File: config.mk
export PLATFORM = sky130hd
export DESIGN_NAME = dmem_arbiter
export DESIGN_NICKNAME = d
export VERILOG_FILES = /design/src/rtl/dmem_arb_pkg.sv /design/src/rtl/dmem_arb_burst_ctr.sv /design/src/rtl/dmem_arbiter.sv
export SDC_FILE = /design/constraint.sdc
export NUM_CORES = 1
export LEC_CHECK = 0
export BUFFER_PORTS_ARGS = -buffer_cell sky130_fd_sc_hd__buf_4
export CELL_PAD_IN_SITES_DETAIL_PLACEMENT = 1
export CELL_PAD_IN_SITES_GLOBAL_PLACEMENT = 2
export CORE_MARGIN = 2
export CORE_UTILIZATION = 33
export DETAILED_ROUTE_END_ITERATION = 8
export MAX_ROUTING_LAYER = met4
export PLACE_DENSITY = 0.87
export SYNTH_ARGS = -nofsm -noshare
export SYNTH_HDL_FRONTEND = slang
export SYNTH_SLANG_ARGS = --single-unit
File: constraint.sdc
create_clock -name clk -period 5.55 [get_ports clk]
set_clock_uncertainty 0.2 [all_clocks]
set_input_delay 0.555 -clock clk [delete_from_list [all_inputs] [get_ports clk]]
set_output_delay 0.555 -clock clk [all_outputs]
set_load 0.05 [all_outputs]
File: src/rtl/dmem_arb_pkg.sv
// Shared types and constants for the data-memory arbiter.
// Imported by the arbiter top level and its burst counter.
package dmem_arb_pkg;

  typedef enum logic [1:0] {IDLE, ACC, WAIT, RESP} state_t;
  typedef enum logic {OWN_CPU, OWN_DMA} owner_t;

  localparam logic [1:0] TAM_DOUBLE  = 2'd3;
  localparam int         MEM_LAT_MIN = 1;
  localparam int         MEM_LAT_MAX = 4;

  function automatic bit mem_lat_ok(input int lat);
    return (lat >= MEM_LAT_MIN) && (lat <= MEM_LAT_MAX);
  endfunction

endpackage

File: src/rtl/dmem_arb_burst_ctr.sv
// DMA burst bookkeeping: remaining-beat counter with last flag, and the
// address of the following beat (start + beat*DMA_STRIDE, wrapping at 2^64).
module dmem_arb_burst_ctr
  import dmem_arb_pkg::*;
#(
  parameter int DMA_STRIDE = 8
) (
  input  logic        clk,
  input  logic        rst,
  input  logic        load,
  input  logic        advance,
  input  logic [3:0]  len,
  input  logic [63:0] start,
  output logic [63:0] next_addr,
  output logic        last
);

  logic [4:0]  remaining;
  logic [3:0]  beat;
  logic [63:0] base;

  // A length of zero encodes a full 16-beat burst.
  always_ff @(posedge clk or negedge rst) begin
    if (!rst) begin
      remaining <= '0;
      beat      <= '0;
      base      <= '0;
    end else if (load) begin
      remaining <= (len == 4'd0) ? 5'd16 : {1'b0, len};
      beat      <= '0;
      base      <= start;
    end else if (advance) begin
      remaining <= remaining - 5'd1;
      beat      <= beat + 4'd1;
    end
  end

  assign last      = (remaining == 5'd1);
  assign next_addr = base + (64'(beat) + 64'd1) * 64'(DMA_STRIDE);

endmodule

File: src/rtl/dmem_arbiter.sv
// Shares one synchronous-read data-memory port between the CPU load/store
// path and a DMA engine, sequencing every access as ACC / WAIT / RESP.
module dmem_arbiter
  import dmem_arb_pkg::*;
#(
  parameter int MEM_LAT    = 1,
  parameter int DMA_STRIDE = 8
) (
  input  logic        clk,
  input  logic        rst,
  input  logic        cpu_req,
  input  logic        cpu_we,
  input  logic [63:0] cpu_addr,
  input  logic [63:0] cpu_wdata,
  input  logic [1:0]  cpu_tam,
  output logic [63:0] cpu_rdata,
  output logic        cpu_done,
  output logic        cpu_stall,
  input  logic        dma_req,
  input  logic        dma_we,
  input  logic [63:0] dma_addr,
  input  logic [3:0]  dma_len,
  input  logic [63:0] dma_wdata,
  output logic [63:0] dma_rdata,
  output logic        dma_beat_done,
  output logic        dma_done,
  output logic [63:0] mem_addr,
  output logic [63:0] mem_wdata,
  output logic        mem_wr,
  output logic [1:0]  mem_tam,
  input  logic [63:0] mem_rdata
);

  if (!mem_lat_ok(MEM_LAT)) begin : g_bad_mem_lat
    $error("dmem_arbiter: MEM_LAT must lie in 1..4");
  end

  localparam logic [1:0] LAT_LOAD = 2'(MEM_LAT - 1);

  state_t      state;
  owner_t      owner;
  owner_t      last_grant;
  logic        we_q;
  logic [1:0]  lat_cnt;
  logic [63:0] wdata_q;
  logic        grant_cpu;
  logic        grant_dma;
  logic        resp_next;
  logic        burst_advance;
  logic        burst_last;
  logic [63:0] burst_next_addr;

  // On a tie the owner opposite the previous grant wins.
  always_comb begin
    grant_cpu = 1'b0;
    grant_dma = 1'b0;
    if (state == IDLE) begin
      if (cpu_req && (!dma_req || last_grant == OWN_DMA)) begin
        grant_cpu = 1'b1;
      end else if (dma_req) begin
        grant_dma = 1'b1;
      end
    end
  end

  assign resp_next     = (state == ACC && we_q) || (state == WAIT && lat_cnt == 2'd0);
  assign burst_advance = (state == RESP) && (owner == OWN_DMA) && !burst_last;

  dmem_arb_burst_ctr #(
    .DMA_STRIDE (DMA_STRIDE)
  ) u_burst_ctr (
    .clk       (clk),
    .rst       (rst),
    .load      (grant_dma),
    .advance   (burst_advance),
    .len       (dma_len),
    .start     (dma_addr),
    .next_addr (burst_next_addr),
    .last      (burst_last)
  );

  always_ff @(posedge clk or negedge rst) begin
    if (!rst) begin
      state         <= IDLE;
      owner         <= OWN_CPU;
      last_grant    <= OWN_DMA;
      we_q          <= 1'b0;
      lat_cnt       <= '0;
      wdata_q       <= '0;
      mem_addr      <= '0;
      mem_wr        <= 1'b0;
      mem_tam       <= '0;
      cpu_rdata     <= '0;
      dma_rdata     <= '0;
      cpu_done      <= 1'b0;
      dma_beat_done <= 1'b0;
      dma_done      <= 1'b0;
    end else begin
      case (state)
        IDLE: begin
          if (grant_cpu) begin
            state      <= ACC;
            owner      <= OWN_CPU;
            last_grant <= OWN_CPU;
            we_q       <= cpu_we;
            mem_wr     <= cpu_we;
            mem_addr   <= cpu_addr;
            wdata_q    <= cpu_wdata;
            mem_tam    <= cpu_tam;
          end else if (grant_dma) begin
            state      <= ACC;
            owner      <= OWN_DMA;
            last_grant <= OWN_DMA;
            we_q       <= dma_we;
            mem_wr     <= dma_we;
            mem_addr   <= dma_addr;
            mem_tam    <= TAM_DOUBLE;
          end
        end
        ACC: begin
          mem_wr <= 1'b0;
          if (owner == OWN_DMA) begin
            wdata_q <= dma_wdata;
          end
          if (we_q) begin
            state <= RESP;
          end else begin
            state   <= WAIT;
            lat_cnt <= LAT_LOAD;
          end
        end
        WAIT: begin
          if (lat_cnt == 2'd0) begin
            state <= RESP;
            if (owner == OWN_CPU) begin
              cpu_rdata <= mem_rdata;
            end else begin
              dma_rdata <= mem_rdata;
            end
          end else begin
            lat_cnt <= lat_cnt - 2'd1;
          end
        end
        RESP: begin
          // Bursts chain straight into the next beat without an IDLE cycle.
          if (burst_advance) begin
            state    <= ACC;
            mem_addr <= burst_next_addr;
            mem_wr   <= we_q;
          end else begin
            state <= IDLE;
          end
        end
        default: state <= IDLE;
      endcase

      cpu_done      <= resp_next && (owner == OWN_CPU);
      dma_beat_done <= resp_next && (owner == OWN_DMA);
      dma_done      <= resp_next && (owner == OWN_DMA) && burst_last;
    end
  end

  // DMA write data is taken live during each beat's ACC cycle.
  assign mem_wdata = (state == ACC && owner == OWN_DMA) ? dma_wdata : wdata_q;
  assign cpu_stall = rst && cpu_req && !(state != IDLE && owner == OWN_CPU);

endmodule

==> Word-level counts from Yosys, hierarchy flattened <==
Index checks and enable logic that the tools add are counted.
{ "classes": {"add_sub_neg": 5, "eq_ne": 11, "n_mux": 35, "n_bitwise": 1, "n_reduce_logical": 35} }
{ "ops": {"columns": ["op", "n"], "rows": [
  ["$mux W64", 6],
  ["$pmux W64 S2", 2],
  ["$add A64 B64 Y64", 1],
  ["$reduce_and A3 Y1", 6],
  ["$mux W5", 3],
  ["$mux W2", 7],
  ["$logic_and A1 B1 Y1", 12],
  ["$mux W1", 12],
  ["$reduce_bool A2 Y1", 6],
  ["$ne A2 B2 Y1 const B", 5],
  ["$mux W4", 2],
  ["$pmux W2 S4", 1],
  ["$add A4 B1 Y5 const B", 1],
  ["$eq A5 B1 Y1 const B", 1],
  ["$sub A5 B1 Y5 const B", 1],
  ["$add A4 B1 Y4 const B", 1],
  ["$eq A2 B2 Y1 const B", 2],
  ["$logic_not A2 Y1", 2],
  ["$logic_not A4 Y1", 1],
  ["$pmux W2 S2", 1],
  ["$reduce_and A2 Y1", 2],
  ["$logic_not A1 Y1", 3],
  ["$ne A3 B3 Y1 const B", 1],
  ["$pmux W1 S3", 1],
  ["other kinds (6)", 7]
]} }
{ "totals": {"regBits": 342, "out_inout_bits": 263} }

==> Longest topological paths before layout <==
Gate-level depths: netlist of the first run.
{ "depth": {"depth_word": 8, "ltp_mapped": 12, "depth_no_buf": 10} }

==> Modules after synthesis <==
Synthesis of the first run repeated with hierarchy kept, for this count alone.
{ "unflattened": {"hier_cells": 1496, "hier_area_um2": 17548.1} }
{ "by_module_without_submodules": {"columns": ["mod", "n_inst", "cells_per_inst", "area_per_inst_um2", "seq_area_each_um2"], "rows": [
  ["dmem_arbiter", 1, 1063, 13212.7, 6732.7],
  ["dmem_arb_burst_ctr", 1, 433, 4335.4, 1826.8]
]} }

==> Worst setup path before layout of the first run <==
No wires, ideal clock.
{ "synth_path": {"path_kind": "register -> register", "from": "register u_burst_ctr.beat[0]", "to": "register mem_addr[57]", "setup_ns": 0.132, "arrival_ns": 2.511, "t_required_ns": 5.218, "slack_ns": 2.706, "stages_incl_launch_ff": 10, "path_buffers": 0, "period_less_slack_ns": 2.844, "cell_sequence": "dfrtp_1 -> ha_1 -> inv_1 -> fa_1 -> nand2b_1 -> a21oi_1 -> o211ai_1 -> nor4_2 -> xnor2_1 -> o21ai_1"} }
{ "synth_between": {"elab_chain_len": 4} }
{ "synth_rtl": {"columns": ["element", "line", "text"], "rows": [
  ["start, declared", "dmem_arb_burst_ctr.sv:19", "logic [3:0] beat;"],
  ["start signal, assigned", "dmem_arb_burst_ctr.sv:34", "beat <= beat + 4'd1;"],
  ["$add A4 B1 Y5", "dmem_arb_burst_ctr.sv:39", "assign next_addr = base + (64'(beat) + 64'd1) * 64'(DMA_STRIDE);"],
  ["$add A64 B64 Y64", "dmem_arb_burst_ctr.sv:39", null],
  ["$mux W64", "dmem_arbiter.sv:146", "if (burst_advance) begin"],
  ["$pmux W64 S2", "dmem_arbiter.sv:99", "case (state)"],
  ["end signal, assigned", "dmem_arbiter.sv:107", "mem_addr <= cpu_addr;"],
  ["end signal, assigned", "dmem_arbiter.sv:116", "mem_addr <= dma_addr;"],
  ["end signal, assigned", "dmem_arbiter.sv:148", "mem_addr <= burst_next_addr;"],
  ["end, declared", "dmem_arbiter.sv:27", "output logic [63:0] mem_addr,"]
]} }
No other way between the ends. The select of a mux whose other input is x is not followed.
A chain may end at the register's enable or synchronous reset.

==> Worst setup path after layout of the first run <==
{ "layout_path": {"from": "register state[1]", "to": "output port mem_wdata[24]"} }
{ "layout_between": {"elab_chain_len": 3} }
{ "layout_rtl": {"columns": ["element", "line", "text"], "rows": [
  ["start, declared", "dmem_arbiter.sv:40", "state_t state;"],
  ["start signal, assigned", "dmem_arbiter.sv:84", "state <= IDLE;"],
  ["start signal, assigned", "dmem_arbiter.sv:102", "state <= ACC;"],
  ["start signal, assigned", "dmem_arbiter.sv:111", "state <= ACC;"],
  ["$eq A2 B1 Y1", "dmem_arbiter.sv:164", "assign mem_wdata = (state == ACC && owner == OWN_DMA) ? dma_wdata : wdata_q;"],
  ["$logic_and A1 B1 Y1", "dmem_arbiter.sv:164", null],
  ["$mux W64", "dmem_arbiter.sv:164", null],
  ["end, declared", "dmem_arbiter.sv:28", "output logic [63:0] mem_wdata,"]
]} }
No other way between the ends.

==> reports/qor.yml, run 1 <==
outcome:
  outcome: "complete, no violations"
place:
  port_buffers: 594
  gp_congestion: 0.870
  dpl.hpwl_mm: 48.1
  pre_cts_slack_ns: 1.92
  post_dp_cell_area_sq_mm: 0.0221
route:
  wl_mm: 68.5
  first_pass_iters: 5
  antenna_left: 0
  drc: 0
  wl_per_cell_um: 22.8
  via_per_inst: 5.06
  via_count: 15230
  first_iter_violations: 834
layout:
  fin_area_sq_mm: 0.0246
  drive_above_1_share: 0.387
  fill_cells: 5625
  fin_nets: 2636
  areaGrowthSynthToFinish_pct: 45.0
  layout_common_cells: "buf_4 (608), dfrtp_1 (341), nand2_1 (298)"
  layout.cells.most_common: "buf_4"
power_and_ir_drop:
  p_seq_frac: 0.267
  power.internal_w: 0.00871
  power_w: 0.0176
  combPwrFrac: 0.575
  ir_drop_v: 0.000427
  p_leak_nw: 11.6
  swShare: 0.504
  power_density_mw_per_mm2: 715
  p_sw_w: 0.00886
  clkPwrFrac: 0.158
yosys:
  synth_cells: 1625
  ys_dominant_reg_cell: "dfrtp_1"
  synth-seq-cells: 342
  netlist_top_cells_area: "dfrtp_1 (50%), mux2_2 (13%), mux2i_1 (7.3%)"
  synth_edf_count: 0
  synth_nets: 1971
  yosysTopAreaCell: "dfrtp_1"
  synth_top_area_share: 0.504
  syn_avg_cell_area_sq_um: 10.4
  synth_seq_area_share: 0.505
  ys_warn_count: 0
  synthArstFlopShare: 1.00
  syn_area_sq_mm: 0.0169
  synth_cell_types: 60
setup_path:
  path_cells: "inv_1, ha_4, nand2_2, buf_4, mux2_2, buf_4"
  critPathCaptureType: "primary output"
  crit_arrival_ns: 3.13
  r2r-end: "mem_addr[49]"
  worstPathRequired_ns: 4.80
  reg2reg_slack_ns: 1.81
  worstPathMaxFanout: 41
  reg2regPathDepth: 9
  cpMaxStageDelayCell: "nand2_2"
  cp_slowest_stage_delay_ns: 0.75
  cp-start-kind: "flop"
  path_class: "reg2out"
  cpMostUsedCell: "buf_4"
  crit_start: "state[1]"
  rr_startpoint: "u_burst_ctr.beat[0]"
clock_tree:
  ctsRootBufferMaster: "clkbuf_16"
  post_cts_resized: 0
  cts.sinks: 342
  clk_pin_slew_ns: 0.05
  cts_tree: "yes"
  cts_buffers: 42
  ctsHtreeMaxLevel: 2
  clockBufferDepth: 3
  insertion_delay_ns: 0.58
global_route:
  grt.overflow.total: 0
  grt_pass1_wl_mm: 104
  antenna_found_initial: 14
  grt_max_degree: 129
  grt_pass1_vias: 17089
  grtUsageTotal: 0.260
timing:
  drv_slew: 0
  grt_setup_unrepaired: "false"
  worstMarginPinSlew_ns: 1.36
  whs_ns: 0.0180
  setup_violations: 0
  post-route-min-period_ns: 3.88
  fin_crit_sh: 0.700
  setup_tns_ns: 0
  max_slew_margin: 0.0867
  hold_violations: 0
  fin_ws_ns: 1.67
  fmax_mhz: 258
floorplanning:
  ios: 595
  dieArea_sq_mm: 0.0532
  die_w_um: 231
  core_area_sq_mm: 0.0510
  initial_core_util: 0.332
  fp.dieH_um: 231
  rows: 83
worst_hold_path:
  whs_path_depth: 3
  hp-class: "in2reg"
  hold_path_end: "u_burst_ctr.base[43]"
  hold_start: "dma_addr[43]"
job:
  maxCapViolCount: 0
[area by class of cell]
class                           instances  area (sq um)  share of cell area
Multi-Input combinational cell       1159          7960               0.324
Clock buffer                           56          1160              0.0474
Tap cell                              680           851              0.0346
Antenna cell                           14          35.0             0.00143
Inverter                               23          86.3             0.00351
Clock inverter                         13           185             0.00754
Timing Repair Buffer                  722          5730               0.233
Sequential cell                       342          8560               0.348
[cell families after synthesis]
kind of cell | after synthesis | share of synthesized area
AND/OR/NAND/NOR | 510 | 0.136
buffers and inverters | 124 | 0.0295
AO/OA/AOI/OAI | 251 | 0.0815
XOR/XNOR | 61 | 0.0315
adder cells (fa/ha/maj) | 14 | 0.0108
flip-flops | 342 | 0.505
multiplexers | 323 | 0.206
[Yosys cell counts, types with 17 or more instances]
cell        n
a21oi_1    64
buf_2      21
clkbuf_1   71
dfrtp_1   341
inv_1      22
mux2_2    200
mux2i_1   123
nand2_1   299
nand3_1    37
nand4_1    17
nor2_1     38
nor3_1     62
o21ai_0    90
o21ai_1    63
xnor2_1    38
xor2_1     23
[layer usage]
metal	vias up	global-route usage	routed length, um
met4	0	0.0964	2680
met5	-	-	0
li1	7015	-	-
met1	7613	0.304	27600
met2	467	0.436	34000
met3	135	0.0619	4260
[sequential cells by signal, indices dropped and copies added (netlist names)]
signal and flops:
mem_wr 1, cpu_rdata 64, owner 1, dma_rdata 64
u_burst_ctr.beat 4, dma_beat_done 1, u_burst_ctr.base 64, last_grant 1
lat_cnt 2, u_burst_ctr.remaining 5, dma_done 1, wdata_q 64
mem_tam 2, cpu_done 1, we_q 1, state 2
mem_addr 64
[worst max-delay path, delay by kind of cell, from the launching register on]
kind	cells	cell delay (ns)
DFF	1	0.40
muxes	1	0.39
and+or+nand+nor	1	0.75
adders and majority gates	1	0.20
buffers and inverters	3	0.79
[through the flow]
step / util / instances
2_1_floorplan: - / 1625
3_3_place_gp: 0.433 / 2815
3_5_place_dp: 0.433 / 2815
4_1_cts: 0.481 / 2995
5_1_grt: 0.482 / 3009
6_report: 0.482 / 3009
[power groups by stage]
stage | clock, W | combinational (W) | sequential (W)
floorplan | 0 | 0.00443 | 0.00691
global placement | 0 | 0.00979 | 0.00457
detailed placement | 0 | 0.0100 | 0.00465
CTS | 0.00282 | 0.0101 | 0.00462
global route | 0.00293 | 0.0107 | 0.00483
finish | 0.00277 | 0.0101 | 0.00469
[worst max path at each step]
stage                                to  slack (ns)
after floorplan            mem_addr[57]        2.71
after global placement     mem_addr[49]        1.95
after detailed placement   mem_addr[49]        1.92
after CTS                 mem_wdata[24]        1.59
after global routing      mem_wdata[24]        1.48
final                     mem_wdata[24]        1.67
[timing repair]
item / CTS / global route
hold buffers: 111 / 0
setup buffers: 0 / 0
hold endpoints to repair: 244 / 0
Power figures use the tool's default switching activity.
==> run 2: changes to the inputs <==
--- a/config.mk
+++ b/config.mk
@@ -5,14 +5,15 @@
 export SDC_FILE = /design/constraint.sdc
 export NUM_CORES = 1
 export LEC_CHECK = 0
+export ABC_AREA = 1
 export BUFFER_PORTS_ARGS = -buffer_cell sky130_fd_sc_hd__buf_4
 export CELL_PAD_IN_SITES_DETAIL_PLACEMENT = 1
 export CELL_PAD_IN_SITES_GLOBAL_PLACEMENT = 2
 export CORE_MARGIN = 2
-export CORE_UTILIZATION = 33
+export CORE_UTILIZATION = 28
 export DETAILED_ROUTE_END_ITERATION = 8
 export MAX_ROUTING_LAYER = met4
-export PLACE_DENSITY = 0.87
+export PLACE_DENSITY = 0.81
 export SYNTH_ARGS = -nofsm -noshare
 export SYNTH_HDL_FRONTEND = slang
 export SYNTH_SLANG_ARGS = --single-unit
==> constraint.sdc (replaced) <==
create_clock -name clk -period 4 [get_ports clk]
set_clock_uncertainty 0.2 [all_clocks]
set_input_delay 0.4 -clock clk [delete_from_list [all_inputs] [get_ports clk]]
set_output_delay 0.4 -clock clk [all_outputs]
set_load 0.05 [all_outputs]
==> run 2 against run 1 <==
Hold slack improved by 0.014 ns. First-iteration DRC count is 11% higher. Core utilization shrank 4.8 points. Non-clock buffer count increased by 175. Register-to-register slack worse by 0.83 ns.
==> reports/qor.yml, run 2 <==
yosys:
  ys_top_cells_by_count: "nand2_1 (613), dfrtp_1 (341), o21ai_0 (280)"
  syn_area_sq_mm: 0.0178
  synth-seq-cells: 342
  ys_warn_count: 0
  synthArstFlopShare: 1.00
  ys_dominant_reg_cell: "dfrtp_1"
  synth_edf_count: 0
  synth_nets: 2623
  synth_cells: 2277
  yosysTopAreaCell: "dfrtp_1"
  synth_seq_area_share: 0.480
  synth_most_common_cell: "nand2_1"
  synth_top_area_share: 0.478
  netlist_top_cells_area: "dfrtp_1 (48%), nand2_1 (13%), o21ai_0 (7.9%)"
  synth_cell_types: 40
  syn_avg_cell_area_sq_um: 7.84
timing:
  max_slew_margin: 0.370
  fin_ws_ns: 0.978
  worstMarginPinSlew_ns: 0.945
  fin_crit_sh: 0.755
  setup_violations: 0
  grt_setup_unrepaired: "false"
  post-route-min-period_ns: 3.02
  fmax_mhz: 331
  drv_slew: 0
  hold_violations: 0
  setup_tns_ns: 0
job:
  maxCapViolCount: 0
route:
  via_per_inst: 4.85
  antenna_left: 0
  via_count: 19359
  wl_per_cell_um: 20.9
  first_iter_violations: 925
  wl_mm: 83.5
  drc: 0
  first_pass_iters: 5
worst_hold_path:
  hp-class: "in2reg"
clock_tree:
  ctsHtreeMaxLevel: 2
  post_cts_resized: 0
  ctsRootBufferMaster: "clkbuf_16"
  clk_pin_slew_ns: 0.06
  clockBufferDepth: 3
  cts.sinks: 342
  cts_buffers: 44
  cts_tree: "yes"
  insertion_delay_ns: 0.59
  postCtsSetupBuffers: 0
setup_path:
  worstPathMaxFanout: 128
  path_class: "reg2reg"
  cp_slowest_stage_delay_ns: 0.58
  cpMaxStageDelayCell: "dlygate4sd3_1"
  path_cells: "inv_1, ha_2, nand2_2, buf_12, o21ai_0, nand2_1, clkinv_2, buf_12, nor2_1, a31oi_1, dlygate4sd3_1"
  cp-start-kind: "flop"
  worstPathRequired_ns: 4.31
  cpMostUsedCell: "buf_12"
  critPathCaptureType: "flop"
  crit_arrival_ns: 3.33
global_route:
  grtUsageTotal: 0.257
  grt_max_degree: 150
  grt_pass1_wl_mm: 128
  grt_pass1_vias: 21599
  antenna_found_initial: 13
  grt.overflow.total: 0
place:
  gp_congestion: 0.902
  dpl.hpwl_mm: 60.7
  pre_cts_slack_ns: 1.26
  port_buffers: 594
power_and_ir_drop:
  power_density_mw_per_mm2: 955
  ir_drop_v: 0.000558
  p_leak_nw: 12.9
floorplanning:
  dieArea_sq_mm: 0.0658
  fp.dieH_um: 256
  initial_core_util: 0.283
  ios: 595
  die_w_um: 256
  rows: 92
  core_area_sq_mm: 0.0631
layout:
  areaGrowthSynthToFinish_pct: 53.2
  multi_input_area_sq_mm: 0.00795
  fill_cells: 7662
  ff_latch_area_sq_mm: 0.00856
  layout_common_cells: "nand2_1 (609), buf_4 (609), dfrtp_1 (341)"
  fin_nets: 3446
  drive_above_1_share: 0.267
outcome:
  outcome: "complete, no violations"
## run 2: where the power goes
part	total, W	internal (W)	switching [W]
Clock	0.00395	0.00229	0.00166
Sequential	0.00669	0.00523	0.00146
Combinational	0.0155	0.00502	0.0105
Total	0.0261	0.0125	0.0136
## run 2: timing repair
item,CTS,global route
hold buffers,282,0
endpoints found under the setup margin,0,0
hold endpoints to repair,331,0
## run 2: path summary, 6_finish.rpt
| check | cells after the start | slack, ns | from | to |
|---|---|---|---|---|
| worst min-delay path | 5 | 0.03 | cpu_addr[30] | mem_addr[30] |
| min in group asynchronous | 2 | 0.11 | rst | mem_addr[32] |
| worst min register to register | 2 | 0.28 | last_grant | last_grant |
| worst max register to register | 11 | 0.98 | state[1] | wdata_q[27] |
| max in group asynchronous | 3 | 2.21 | rst | dma_rdata[60] |
| worst max-delay path | 11 | 0.98 | state[1] | wdata_q[27] |
## run 2: cell families after synthesis
kind of cell    synth area share
mux                       0.0404
flops                      0.480
fa+ha+maj                 0.0102
buf+inv                   0.0770
compound gates             0.152
simple gates               0.230
xor+xnor                  0.0108
## run 2: through the flow
stage	power, W	util	hold slack [ns]	instance area (sq um)	cells
after CTS	0.0262	0.433	0.00118	27300	3979
after detailed placement	0.0211	0.366	0.159	23100	3618
final	0.0261	0.434	0.0320	27300	3992
after floorplan	0.0160	-	-0.0956	17800	2277
after global placement	0.0207	0.366	0.158	23100	3618
after global routing	0.0277	0.434	0.0501	27300	3992
## run 2: layout make-up
| type | instances | area share |
|---|---|---|
| diodes | 13 | 0.00119 |
| clock buffers | 64 | 0.0467 |
| clock inverters | 15 | 0.00526 |
| inverters | 218 | 0.0300 |
| multi-input cells | 1597 | 0.291 |
| flip-flops and latches | 342 | 0.313 |
| well taps | 846 | 0.0387 |
| repair buffers | 897 | 0.275 |
## run 2: layer usage
layer,global-route usage,wire [um]
met1,0.295,33500
met5,-,0
met2,0.428,41000
met4,0.114,3870
met3,0.0630,5160
## run 2: worst max-delay path, delay by kind of cell, from the launching register on
family | cells | cell delay (ns)
buf+inv | 5 | 1.38
flops | 1 | 0.41
compound gates | 2 | 0.33
simple gates | 3 | 0.30
fa+ha+maj | 1 | 0.25
